**src/rtl/arbitro_fifo.sv**
```systemverilog
// Sensor-frame UART bridge: parses 3-byte frames (header, data, CRC-8) into a FIFO
// readable over Avalon-MM, with a UART transmitter, sticky error flags and an irq.

module uart_rx #(parameter int CLKS_PER_BIT = 434) (
   input  logic       clk_i,
   input  logic       rst_i,
   input  logic       rx_i,
   output logic       done_o,
   output logic [7:0] data_o
);
   localparam int CW = $clog2(CLKS_PER_BIT + 1);
   typedef enum logic [1:0] {RX_IDLE, RX_START, RX_BITS, RX_STOP} rx_state_t;
   rx_state_t     state_q;
   logic          meta_q, sync_q, done_q;
   logic [CW-1:0] cnt_q;
   logic [2:0]    bit_q;
   logic [7:0]    shift_q;

   always_ff @(posedge clk_i) begin
      if (rst_i) begin
         state_q <= RX_IDLE;
         meta_q  <= 1'b1;
         sync_q  <= 1'b1;
         done_q  <= 1'b0;
         cnt_q   <= '0;
         bit_q   <= '0;
         shift_q <= '0;
      end else begin
         meta_q <= rx_i;
         sync_q <= meta_q;
         done_q <= 1'b0;
         case (state_q)
            RX_IDLE: begin
               cnt_q <= '0;
               bit_q <= '0;
               if (!sync_q) state_q <= RX_START;
            end
            RX_START: // a glitch shorter than half a bit is not a start bit
               if (cnt_q == CW'((CLKS_PER_BIT - 1) / 2)) begin
                  cnt_q   <= '0;
                  state_q <= sync_q ? RX_IDLE : RX_BITS;
               end else cnt_q <= cnt_q + 1'b1;
            RX_BITS:
               if (cnt_q == CW'(CLKS_PER_BIT - 1)) begin
                  cnt_q   <= '0;
                  shift_q <= {sync_q, shift_q[7:1]};
                  bit_q   <= bit_q + 1'b1;
                  if (bit_q == 3'd7) state_q <= RX_STOP;
               end else cnt_q <= cnt_q + 1'b1;
            RX_STOP:
               if (cnt_q == CW'(CLKS_PER_BIT - 1)) begin
                  cnt_q   <= '0;
                  state_q <= RX_IDLE;
                  done_q  <= sync_q;
               end else cnt_q <= cnt_q + 1'b1;
            default: state_q <= RX_IDLE;
         endcase
      end
   end

   assign done_o = done_q;
   assign data_o = shift_q;
endmodule

module uart_tx #(parameter int CLKS_PER_BIT = 434) (
   input  logic       clk_i,
   input  logic       rst_i,
   input  logic       start_i,
   input  logic [7:0] data_i,
   output logic       tx_o,
   output logic       done_o
);
   localparam int CW = $clog2(CLKS_PER_BIT + 1);
   typedef enum logic {TX_IDLE, TX_SEND} tx_state_t;
   tx_state_t     state_q;
   logic [8:0]    shift_q;
   logic [CW-1:0] cnt_q;
   logic [3:0]    bit_q;
   logic          tx_q, done_q;

   always_ff @(posedge clk_i) begin
      if (rst_i) begin
         state_q <= TX_IDLE;
         shift_q <= '1;
         cnt_q   <= '0;
         bit_q   <= '0;
         tx_q    <= 1'b1;
         done_q  <= 1'b0;
      end else begin
         done_q <= 1'b0;
         case (state_q)
            TX_IDLE:
               if (start_i) begin
                  shift_q <= {1'b1, data_i};
                  tx_q    <= 1'b0;
                  cnt_q   <= '0;
                  bit_q   <= '0;
                  state_q <= TX_SEND;
               end
            TX_SEND:
               if (cnt_q == CW'(CLKS_PER_BIT - 1)) begin
                  cnt_q <= '0;
                  if (bit_q == 4'd9) begin
                     state_q <= TX_IDLE;
                     tx_q    <= 1'b1;
                     done_q  <= 1'b1;
                  end else begin
                     bit_q   <= bit_q + 1'b1;
                     tx_q    <= shift_q[0];
                     shift_q <= {1'b1, shift_q[8:1]};
                  end
               end else cnt_q <= cnt_q + 1'b1;
            default: state_q <= TX_IDLE;
         endcase
      end
   end

   assign tx_o   = tx_q;
   assign done_o = done_q;
endmodule

module arbitro_fifo #(
   parameter int CLKS_PER_BIT  = 434,
   parameter int DEPTH         = 16,
   parameter int FRAME_TIMEOUT = 8680
) (
   input  logic        clock,
   input  logic        reset,
   input  logic        chipselect,
   input  logic        read,
   input  logic        write,
   input  logic [1:0]  address,
   input  logic [31:0] writedata,
   output logic [31:0] readdata,
   input  logic        rx,
   output logic        tx,
   output logic        irq,
   output logic [1:0]  parser_state_o
);
   localparam int AW   = $clog2(DEPTH);
   localparam int CNTW = AW + 1;
   localparam int TW   = $clog2(FRAME_TIMEOUT + 1);

   typedef enum logic [1:0] {IDLE, HDR, DATA} parse_state_t;
   parse_state_t  state_q;
   logic [2:0]    sensor_q;
   logic [7:0]    data_q;
   logic [TW-1:0] tmo_cnt_q;
   logic [11:0]   mem_q [DEPTH];
   logic [AW-1:0] wr_ptr_q, rd_ptr_q;
   logic [CNTW-1:0] count_q;
   logic          overflow_q, timeout_q, tx_busy_q, tx_drop_q, irq_q;
   logic [1:0]    irq_en_q;

   logic          rx_done, tx_done, empty, full, pop, flush, frame_done;
   logic          push_ok, push_drop, tmo_hit, tx_start, tx_reject, status_wr;
   logic [7:0]    rx_byte, crc_calc, count8;
   logic [11:0]   push_entry;
   logic          unused_wdata;

   function automatic logic [7:0] crc8_byte(input logic [7:0] crc_in, input logic [7:0] b);
      logic [7:0] c;
      c = crc_in ^ b;
      for (int i = 0; i < 8; i++) c = c[7] ? ((c << 1) ^ 8'h07) : (c << 1);
      return c;
   endfunction

   uart_rx #(.CLKS_PER_BIT(CLKS_PER_BIT)) u_rx (
      .clk_i(clock), .rst_i(reset), .rx_i(rx), .done_o(rx_done), .data_o(rx_byte));
   uart_tx #(.CLKS_PER_BIT(CLKS_PER_BIT)) u_tx (
      .clk_i(clock), .rst_i(reset), .start_i(tx_start), .data_i(writedata[7:0]),
      .tx_o(tx), .done_o(tx_done));

   assign empty      = (count_q == '0);
   assign full       = (count_q == CNTW'(DEPTH));
   assign count8     = 8'(count_q);
   assign pop        = chipselect && read && (address == 2'd0) && !empty;
   assign status_wr  = chipselect && write && (address == 2'd1);
   assign flush      = status_wr && writedata[31];
   assign tx_start   = chipselect && write && (address == 2'd2) && !tx_busy_q;
   assign tx_reject  = chipselect && write && (address == 2'd2) && tx_busy_q;
   assign frame_done = rx_done && (state_q == DATA);
   assign crc_calc   = crc8_byte(crc8_byte(8'h00, {5'b10101, sensor_q}), data_q);
   assign push_entry = {rx_byte != crc_calc, sensor_q, data_q};
   // Flush wins over a completing frame; a full FIFO drops even if popped this cycle.
   assign push_ok    = frame_done && !flush && !full;
   assign push_drop  = frame_done && !flush && full;
   assign tmo_hit    = (state_q != IDLE) && !rx_done && !flush &&
                       (tmo_cnt_q == TW'(FRAME_TIMEOUT - 1));
   assign unused_wdata = ^{writedata[30:14], writedata[12], writedata[9:8]};

   always_comb begin
      readdata = '0;
      case (address)
         2'd0: if (!empty) readdata = {19'b0, 1'b1, mem_q[rd_ptr_q]};
         2'd1: readdata = {18'b0, tx_drop_q, tx_busy_q, timeout_q, overflow_q, full, empty, count8};
         2'd2: readdata = {31'b0, tx_busy_q};
         default: readdata = {30'b0, irq_en_q};
      endcase
   end

   always_ff @(posedge clock) begin
      if (!reset && push_ok) mem_q[wr_ptr_q] <= push_entry;
   end

   always_ff @(posedge clock) begin
      if (reset) begin
         state_q    <= IDLE;
         sensor_q   <= '0;
         data_q     <= '0;
         tmo_cnt_q  <= '0;
         wr_ptr_q   <= '0;
         rd_ptr_q   <= '0;
         count_q    <= '0;
         overflow_q <= 1'b0;
         timeout_q  <= 1'b0;
         tx_busy_q  <= 1'b0;
         tx_drop_q  <= 1'b0;
         irq_en_q   <= '0;
         irq_q      <= 1'b0;
      end else begin
         if (flush) begin
            state_q   <= IDLE;
            tmo_cnt_q <= '0;
         end else if (rx_done) begin
            tmo_cnt_q <= '0;
            case (state_q)
               IDLE: if (rx_byte[7:3] == 5'b10101) begin
                  sensor_q <= rx_byte[2:0];
                  state_q  <= HDR;
               end
               HDR: begin
                  data_q  <= rx_byte;
                  state_q <= DATA;
               end
               default: state_q <= IDLE;
            endcase
         end else if (state_q != IDLE) begin
            if (tmo_hit) begin
               state_q   <= IDLE;
               tmo_cnt_q <= '0;
            end else tmo_cnt_q <= tmo_cnt_q + 1'b1;
         end

         if (push_ok) wr_ptr_q <= wr_ptr_q + 1'b1;
         if (flush) begin
            rd_ptr_q <= wr_ptr_q;
            count_q  <= '0;
         end else begin
            if (pop) rd_ptr_q <= rd_ptr_q + 1'b1;
            count_q <= count_q + CNTW'(push_ok) - CNTW'(pop);
         end

         overflow_q <= (overflow_q && !(status_wr && writedata[10])) || push_drop;
         timeout_q  <= (timeout_q  && !(status_wr && writedata[11])) || tmo_hit;
         tx_drop_q  <= (tx_drop_q  && !(status_wr && writedata[13])) || tx_reject;
         if (tx_start) tx_busy_q <= 1'b1;
         else if (tx_done) tx_busy_q <= 1'b0;
         if (chipselect && write && (address == 2'd3)) irq_en_q <= writedata[1:0];
         irq_q <= (irq_en_q[0] && !empty) || (irq_en_q[1] && (overflow_q || timeout_q));
      end
   end

   assign irq            = irq_q;
   assign parser_state_o = state_q;
endmodule

```
**config.mk**
```make
export PLATFORM = sky130hd
export DESIGN_NAME = arbitro_fifo
export DESIGN_NICKNAME = d
export VERILOG_FILES = /design/src/rtl/arbitro_fifo.sv
export SDC_FILE = /design/constraint.sdc
export NUM_CORES = 1
export LEC_CHECK = 0
export CORE_UTILIZATION = 50
export DETAILED_ROUTE_END_ITERATION = 10
export MAX_ROUTING_LAYER = met4
export PLACE_DENSITY = 0.68
export SLEW_MARGIN = 5
export SYNTH_ARGS = -nofsm -noshare
export SYNTH_HDL_FRONTEND = slang
export SYNTH_HIERARCHICAL = 1
export SYNTH_SLANG_ARGS = --single-unit
```
**constraint.sdc**
```tcl
create_clock -name clock -period 5 [get_ports clock]
set_input_delay 0.75 -clock clock [delete_from_list [all_inputs] [get_ports clock]]
set_output_delay 0.75 -clock clock [all_outputs]
set_load 0.03 [all_outputs]
```
==> impl_metrics.ini <==
[status]
status = finished, final reports clean

[clock_tree]
cts_buffers = 29
path_clk_slew_ns = 0.06
insertion_delay_ns = 0.55
ctsHoldBuffers = 0
htreeDepth = 1
cts_tree = done
post_cts_buffers = 0
cts_resized = 0
cts.sinks = 292
cts_buffer_depth = 3
cts_root_buffer = clkbuf_16

[layout]
fin_util_pct = 58.6
final_cell_area_um2 = 14400
diodes = 0
syn2layout_area_growth_pct = 14.2
fill_cells = 1945
layout-drive-gt1-share_pct = 16.3
stdcell_count = 1309
fin_nets = 1024

[logic_synthesis]
ys_types = 71
synth_area_um2 = 12600
synth.avg_cell_area_um2 = 13.8
synth_top_cells_by_count = edfxtp_1 (192), dfxtp_1 (100), nor2_1 (91)
ys_warn_count = 6
synth_top_area_share_pct = 45.8
synth_most_common_cell = edfxtp_1
synth_ff_type = edfxtp_1
synthTopCellsByArea = edfxtp_1 (46%), dfxtp_1 (16%), mux4_2 (9.7%)
ys_ff_latch = 292
yosysSeqAreaShare_pct = 61.7
synth.largest_area_cell = edfxtp_1
synth-async-reset-ratio_pct = 0
synth_edf_count = 192
synth_cells = 910

[place]
dpl.hpwl_um = 16200
placed_area_um2 = 13300
dp_slack_ns = 0.995
io_buffers = 37
routabilityCongestion = 0.794
dp_cells = 1255

[global_route]
grt_max_degree = 65
grt_pass1_wl_um = 40500
antenna_found_initial = 0
track_usage_pct = 20.8
grt_pass1_vias = 7268
grt-ovfl-total = 0

[die]
die_area_um2 = 25800
start_util_pct = 51.3
die_y_um = 161
dieWidth_um = 161
rows = 57
coreArea_um2 = 24500
io_pins = 76

[drt]
dr.pass1.iters = 5
ant_nets = 0
drt_wl_total_um = 25600
wl_per_cell_um = 19.5
drcViolationCount = 0
via_per_inst = 5.69
num_vias = 7452
drtIter0Drc = 518

[sta]
tns_ns = 0
fmax_mhz = 242
worst_pin_slew_ns = 0.982
rsz0062_at_grt = false
hold_viol_final = 0
setup_violations = 0
whs_ns = 0.414
post-route-period-util_pct = 82.7
maxSlewViolCount = 0
fin_crit_ns = 4.13
finalWorstSetupSlack_ns = 0.865
relSlewSlack_pct = 34.4
clock_skew_ns = 0.0128

[power_and_ir_drop]
combPwrFrac_pct = 5.1
internal-power_mw = 4.16
power_switching_share_pct = 21.4
leakagePower_nw = 5.01
power_density_nw_per_um2 = 368
seq_power_share_pct = 48.9
finalPower_mw = 5.29
clockPowerShare_pct = 46.0
ir_worst_vdd_uv = 326
switching_power_mw = 1.13

[worst_setup_path]
arrival_ns = 3.38
crit_required_ns = 4.25
worstSetupPathType = flip-flop to primary output
end_kind = primary output
crit_fanout = 20
path_cells = buf_4 -> mux4_2 -> mux4_2 -> inv_1 -> o21ai_0 -> clkdlybuf4s50_1
cpMaxStageDelayCell = dfxtp_2
crit_top_cell = mux4_2
slowest_delay_ns = 0.75
worstSetupStartpointType = flip-flop

[run]
drv_cap = 0

[min_path]
hp-class = flip-flop to flip-flop
[state kept, by name (all words and copies together), names as in the netlist, 2 cells and up, named ones only]
name,flops
mem_q,192
tmo_cnt_q,14
u_rx/cnt_q,9
u_tx/cnt_q,9
data_q,8
u_rx/data_o,8
u_tx/shift_q,8
count_q,5
rd_ptr_q,4
u_tx/bit_q,4
wr_ptr_q,4
sensor_q,3
u_rx/bit_q,3
irq_en_q,2
parser_state_o,2
[critical path: cells and delay by family, from the launching register on]
family / cells / cell delay [ns]
buf+inv: 3 / 1.09
mux: 2 / 0.89
flops: 1 / 0.75
compound gates: 1 / 0.10
[per-layer routing]
| layer | part of all wire, % | routed length, um | track usage [%] |
|---|---|---|---|
| met5 | 0 | 0 | - |
| met3 | 4.1 | 1040 | 2.20 |
| met1 | 45 | 11400 | 28.0 |
| met4 | 1.9 | 489 | 4.55 |
| met2 | 49 | 12600 | 34.3 |
[worst paths after layout]
path | start | end | slack (ns) | depth (start not counted)
worst max-delay path | flip-flop | readdata[2] | 0.87 | 6
worst min-delay path | u_rx/meta_q$_SDFF_PP1_ | u_rx/sync_q$_SDFF_PP1_ | 0.41 | 1
worst max register to register | count_q[3]$_SDFF_PP0_ | count_q[4]$_SDFF_PP0_ | 1.73 | 12
worst min register to register | u_rx/meta_q$_SDFF_PP1_ | u_rx/sync_q$_SDFF_PP1_ | 0.41 | 1
[power groups by stage]
stage	Sequential [mW]	Clock (mW)	Combinational, mW
after floorplan	2.62	0	0.218
after global placement	2.64	0	0.269
after detailed placement	2.64	0	0.273
after CTS	2.59	2.47	0.273
after global routing	2.59	2.55	0.300
final	2.59	2.43	0.272
[kinds of logic (layout without fill, tap and decap cells)]
kind of cell / after synthesis / in the layout / synth area share (%)
buf+inv: 86 / 144 / 3.58
flops: 292 / 292 / 61.7
xor+xnor: 46 / 46 / 3.31
compound gates: 101 / 101 / 5.28
simple gates: 270 / 270 / 11.1
fa+ha+maj: 22 / 22 / 2.24
mux: 92 / 92 / 12.7
other cells: 1 / 18 / 0.0298
[area by class of cell]
cell class	count	area, um2	area share, %
sequential	292	7770	54.0
multi-input combinational	549	4440	30.9
inverter	26	97.6	0.678
clock inverter	24	358	2.49
tap	324	405	2.82
timing repair buffer	64	581	4.04
clock buffer	30	729	5.07
[cells in the final DEF, fill, tap and decap left out, drive strengths merged, types with 6 or more instances in the layout]
| master | n |
|---|---|
| or4 | 6 |
| mux4 | 54 |
| a22oi | 6 |
| mux2i | 31 |
| ha | 21 |
| nor2b | 8 |
| nand3b | 12 |
| a31oi | 7 |
| or3 | 9 |
| nor4 | 11 |
| nand4 | 15 |
| conb | 18 |
| nor2 | 92 |
| edfxtp | 192 |
| o21ai | 24 |
| xor2 | 18 |
| nand2 | 58 |
| nor3 | 9 |
| inv | 29 |
| buf | 28 |
| nand3 | 17 |
| mux2 | 7 |
| clkinv | 8 |
| clkbuf | 30 |
| or2 | 6 |
| bufinv | 8 |
| dfxtp | 100 |
| xnor2 | 27 |
| a21oi | 26 |
| a211oi | 12 |
| clkdlybuf4s50 | 36 |
Power figures use the tool's default switching activity.
==> variant 1 (same flow settings) <==
Put a register stage on the output `tx`, cleared by the reset. The value now appears one clock later. The other outputs are not delayed to match.
--- a/src/rtl/arbitro_fifo.sv
+++ b/src/rtl/arbitro_fifo.sv
@@ -143,4 +143,6 @@
 
    typedef enum logic [1:0] {IDLE, HDR, DATA} parse_state_t;
+
+   logic tx_d;
    parse_state_t  state_q;
    logic [2:0]    sensor_q;
@@ -170,5 +172,5 @@
    uart_tx #(.CLKS_PER_BIT(CLKS_PER_BIT)) u_tx (
       .clk_i(clock), .rst_i(reset), .start_i(tx_start), .data_i(writedata[7:0]),
-      .tx_o(tx), .done_o(tx_done));
+      .tx_o(tx_d), .done_o(tx_done));
 
    assign empty      = (count_q == '0);
@@ -264,4 +266,12 @@
    assign irq            = irq_q;
    assign parser_state_o = state_q;
+   always_ff @(posedge clock) begin
+      if (reset) begin
+         tx <= '0;
+      end else begin
+         tx <= tx_d;
+      end
+   end
+
 endmodule
 
Behaviour: not the same (Yosys sat finds a counterexample within 4 cycles, from zero or initial values and one cycle with reset high).
==> variant 1 against the unedited design <==
  * Synthesized cell count rose by 0.55%
  * Sequential cell count is 1 higher
  * Clock power fell by 9.1%
  * Critical path type unchanged
  * Area after synthesis up 1.5%
  * Worst setup slack worse by 0.14 ns
  * Routed wire length is 3.5% lower
  * Largest power group unchanged
  * Total power decreased by 3.9%
  * Largest cell class unchanged
  * Final area is essentially flat
==> variant 1: results (changes against the unedited design) <==
.. list-table::
   :header-rows: 1

   * - Metric
     - Value
   * - Violation count after the first detailed-route iteration
     - 592 (+14%)
   * - Sequential cell area fraction in the yosys report
     - 60.9% (-0.74 points)
   * - Wire length reported by the detailed router
     - 24700 um (-3.5%)
   * - NonClk Buf Share
     - 3.93% (-0.11 points)
   * - Unique masters post-synth
     - 70 (-1.4%)
   * - GRT Util Overall
     - 19.9% (-0.91 points)
   * - Global-route met3 utilization
     - 2.35% (+0.15 points)
   * - Cell leakage power
     - 5.05 nW (+0.61%)
   * - Post-placement worst setup slack
     - 0.928 ns (-0.0671 ns)
   * - Post-Synth Adder-Cell Area
     - 2.21% (-0.033 points)
   * - Via density per instance
     - 5.64 (-0.85%)
   * - Multi-input combinational area share
     - 31.4% (+0.52 points)
   * - Outcome
     - finished, final reports clean
   * - Flip-flop and latch count after synthesis
     - 293 (+0.34%)
   * - Setup skew after layout
     - 0.0271 ns (+0.0143 ns)
   * - Post-Synth XOR/XNOR Area
     - 3.22% (-0.087 points)
   * - Worst slew margin relative to its limit
     - 24.1% (-10 points)
   * - Worst path max stage delay
     - 0.67 ns (-0.08 ns)
   * - FF-to-FF setup slack
     - 1.88 ns (+0.15 ns)
   * - Net count reported at finish
     - 1029 (+0.49%)
   * - Mapped cell area
     - 12800 sq um (+1.5%)
   * - Critical path fanouts, max
     - 15 (-25%)
   * - Cells after DPL
     - 1265 (+0.80%)
   * - Metal-1 WL
     - 10700 um (-6.6%)
   * - Number of cells on the worst reg-to-reg path
     - 13 (+1)
   * - Top post-synthesis cells by area
     - edfxtp_1 (45%), dfxtp_1 (16%), mux4_2 (7.6%), mux4_1 (2.5%), nor2_1 (2.3%)
   * - Fraction of area in clock buffers and inverters
     - 6.93% (-0.63 points)
   * - Placer congestion estimate
     - 0.831 (+4.6%)
   * - Maximum number of pins on one net before global-route repair
     - 50 (-23%)
   * - Worst hold-check slack
     - 0.412 ns (-0.00282 ns)
   * - First-pass GRT wire length
     - 39000 um (-3.7%)
   * - Cell count after synthesis
     - 915 (+0.55%)
   * - Clk_lat worst skew
     - 0.57 ns (+0.02 ns)
   * - Total number of vias
     - 7451 (-0.013%)
-- variant 1: cell types whose count changed after synthesis, moves of 6 or more --
cell,before,now
nor3_1,9,3
buf_6,4,11
mux4_1,0,12
a21oi_1,26,32
nor2_2,1,10
mux4_2,54,43
nand2_1,58,64
o21ai_1,1,9
nor2_1,91,78
-- variant 1: power groups by stage --
stage | sequential (W) | clock [W] | combinational, W
4_1_cts | 0.00260 | 0.00224 | 0.000283
2_1_floorplan | 0.00263 | 0 | 0.000229
3_3_place_gp | 0.00265 | 0 | 0.000280
6_report | 0.00260 | 0.00221 | 0.000282
3_5_place_dp | 0.00265 | 0 | 0.000283
5_1_grt | 0.00260 | 0.00233 | 0.000306
-- variant 1: worst max path at each step --
stage,to,slack (ns),cells past startpoint
CTS,readdata[9],0.63,6
global placement,count_q[4],0.94,12
floorplan,count_q[4],1.78,13
finish,readdata[9],0.73,6
global route,readdata[9],0.54,6
detailed placement,count_q[4],0.93,12
==> variant 2 (same settings) <==
Made on the original files. `DEPTH`: 16 -> 32.
--- a/src/rtl/arbitro_fifo.sv
+++ b/src/rtl/arbitro_fifo.sv
@@ -122,5 +122,5 @@
 module arbitro_fifo #(
    parameter int CLKS_PER_BIT  = 434,
-   parameter int DEPTH         = 16,
+   parameter int DEPTH         = 32,
    parameter int FRAME_TIMEOUT = 8680
 ) (
Function: no difference found for any inputs over 4 cycles, from zero or initial values and one cycle with reset high; that may be too few to reach the edited logic, so the function may still have changed.
==> variant 2 against the unedited design <==
  * First-iteration DRC count is 76% higher
  * Area after synthesis is 62% higher
  * Total power is 62% higher
  * Hold slack worse by 0.0040 ns
  * Worst setup slack worse by 0.30 ns
  * Sequential cell count is 196 higher
  * Final area is 61% higher
  * Routed wire length is 74% higher
  * Critical endpoint is now readdata[0]
  * Highest routed layer unchanged
==> variant 2: results (changes against the unedited design) <==
.. list-table::
   :header-rows: 1

   * - Metric
     - Value
   * - Count of TritonRoute iterations in the first routing pass
     - 6 (+1)
   * - Critical Path Slowest Stage Cell
     - clkdlybuf4s50_1
   * - WL per Instance
     - 22.4 um (+15%)
   * - Top cell family by delay on the critical path
     - buffers and inverters
   * - Post-Synth Adder-Cell Area
     - 1.57% (-0.67 points)
   * - Layout cells sized above 1
     - 17.4% (+1.1 points)
   * - Placer congestion estimate
     - 0.946 (+19%)
   * - Power consumed by the clock network
     - 0.00376 W (+55%)
   * - Layout filler cell count
     - 3033 (+56%)
   * - Total CTS buffers
     - 50 (+72%)
   * - Worst hold-check slack
     - 0.410 ns (-0.00399 ns)
   * - Compound-gate portion of the synthesized area
     - 4.64% (-0.64 points)
   * - Worst path max stage delay
     - 0.73 ns (-0.02 ns)
   * - Achievable Freq
     - 225 MHz (-6.8%)
   * - Power in combinational cells
     - 0.000465 W (+71%)
   * - Maximum ir drop on the vdd rail
     - 0.274 mV (-16%)
   * - Registers with the highest flip-flop counts
     - mem_q x384, tmo_cnt_q x14
   * - Post-placement worst setup slack
     - 0.905 ns (-0.0907 ns)
   * - Critical path arrival
     - 3.69 ns (+0.31 ns)
   * - Critical path fanouts, max
     - 21 (+5.0%)
   * - Internal Dissipation
     - 0.00675 W (+62%)
   * - Setup skew after layout
     - 0.0199 ns (+0.00706 ns)
   * - Cells after DPL
     - 1889 (+51%)
   * - Outcome
     - finished, final reports clean
   * - Sequential cell area fraction in the yosys report
     - 66.8% (+5.2 points)
   * - FF-to-FF setup slack
     - 1.66 ns (-0.07 ns)
   * - Clk_lat worst skew
     - 0.58 ns (+0.03 ns)
   * - Final HPWL DP
     - 27800 um (+71%)
   * - Instance area at placement
     - 21500 sq um (+61%)
   * - Cell leakage power
     - 8.26 nW (+65%)
   * - H-tree levels
     - 2 (+1)
   * - Via count of the first global-routing pass
     - 11.5k (+58%)
   * - Violation count after the first detailed-route iteration
     - 912 (+76%)
   * - Final instance count without filler cells
     - 1979 (+51%)
   * - Top post-synthesis cells by area
     - edfxtp_1 (57%), dfxtp_1 (10%), mux4_2 (9.4%), mux2i_1 (3.2%), nor2_1 (2.0%)
   * - Post-Synth XOR/XNOR Area
     - 2.17% (-1.1 points)
   * - Total number of vias
     - 11.5k (+55%)
   * - Number of enable-type register cells in the synthesized netlist
     - 384 (+100%)
   * - GRT Util Overall
     - 22.5% (+1.7 points)
   * - Top cells by instance count after synthesis
     - edfxtp_1 (384), nor2_1 (111), dfxtp_1 (104)
   * - Maximum number of pins on one net before global-route repair
     - 69 (+6.2%)
variant 2: worst paths after layout:
| path | startpoint | to |
|---|---|---|
| worst min register to register | u_rx/meta_q | u_rx/sync_q |
| worst max register to register | count_q[2] | count_q[5] |
| worst min-delay path | u_rx/meta_q | u_rx/sync_q |
| worst max-delay path | register | readdata[0] |
variant 2: final cells by class:
class / count / area (sq um) / area share [%]
clock inverters: 24 / 254 / 1.10
well taps: 525 / 657 / 2.84
clock buffers: 66 / 1410 / 6.07
repair buffers: 100 / 851 / 3.68
inverters: 26 / 97.6 / 0.422
flip-flops and latches: 488 / 13600 / 58.9
multi-input cells: 750 / 6240 / 27.0
variant 2: routing by layer:
layer | vias up | routed length, um | track usage [%]
met2 | 393 | 21100 | 34.5
li1 | 5260 | - | -
met4 | 0 | 1340 | 7.95
met1 | 5808 | 18700 | 29.8
met5 | - | 0 | -
met3 | 87 | 3310 | 4.62
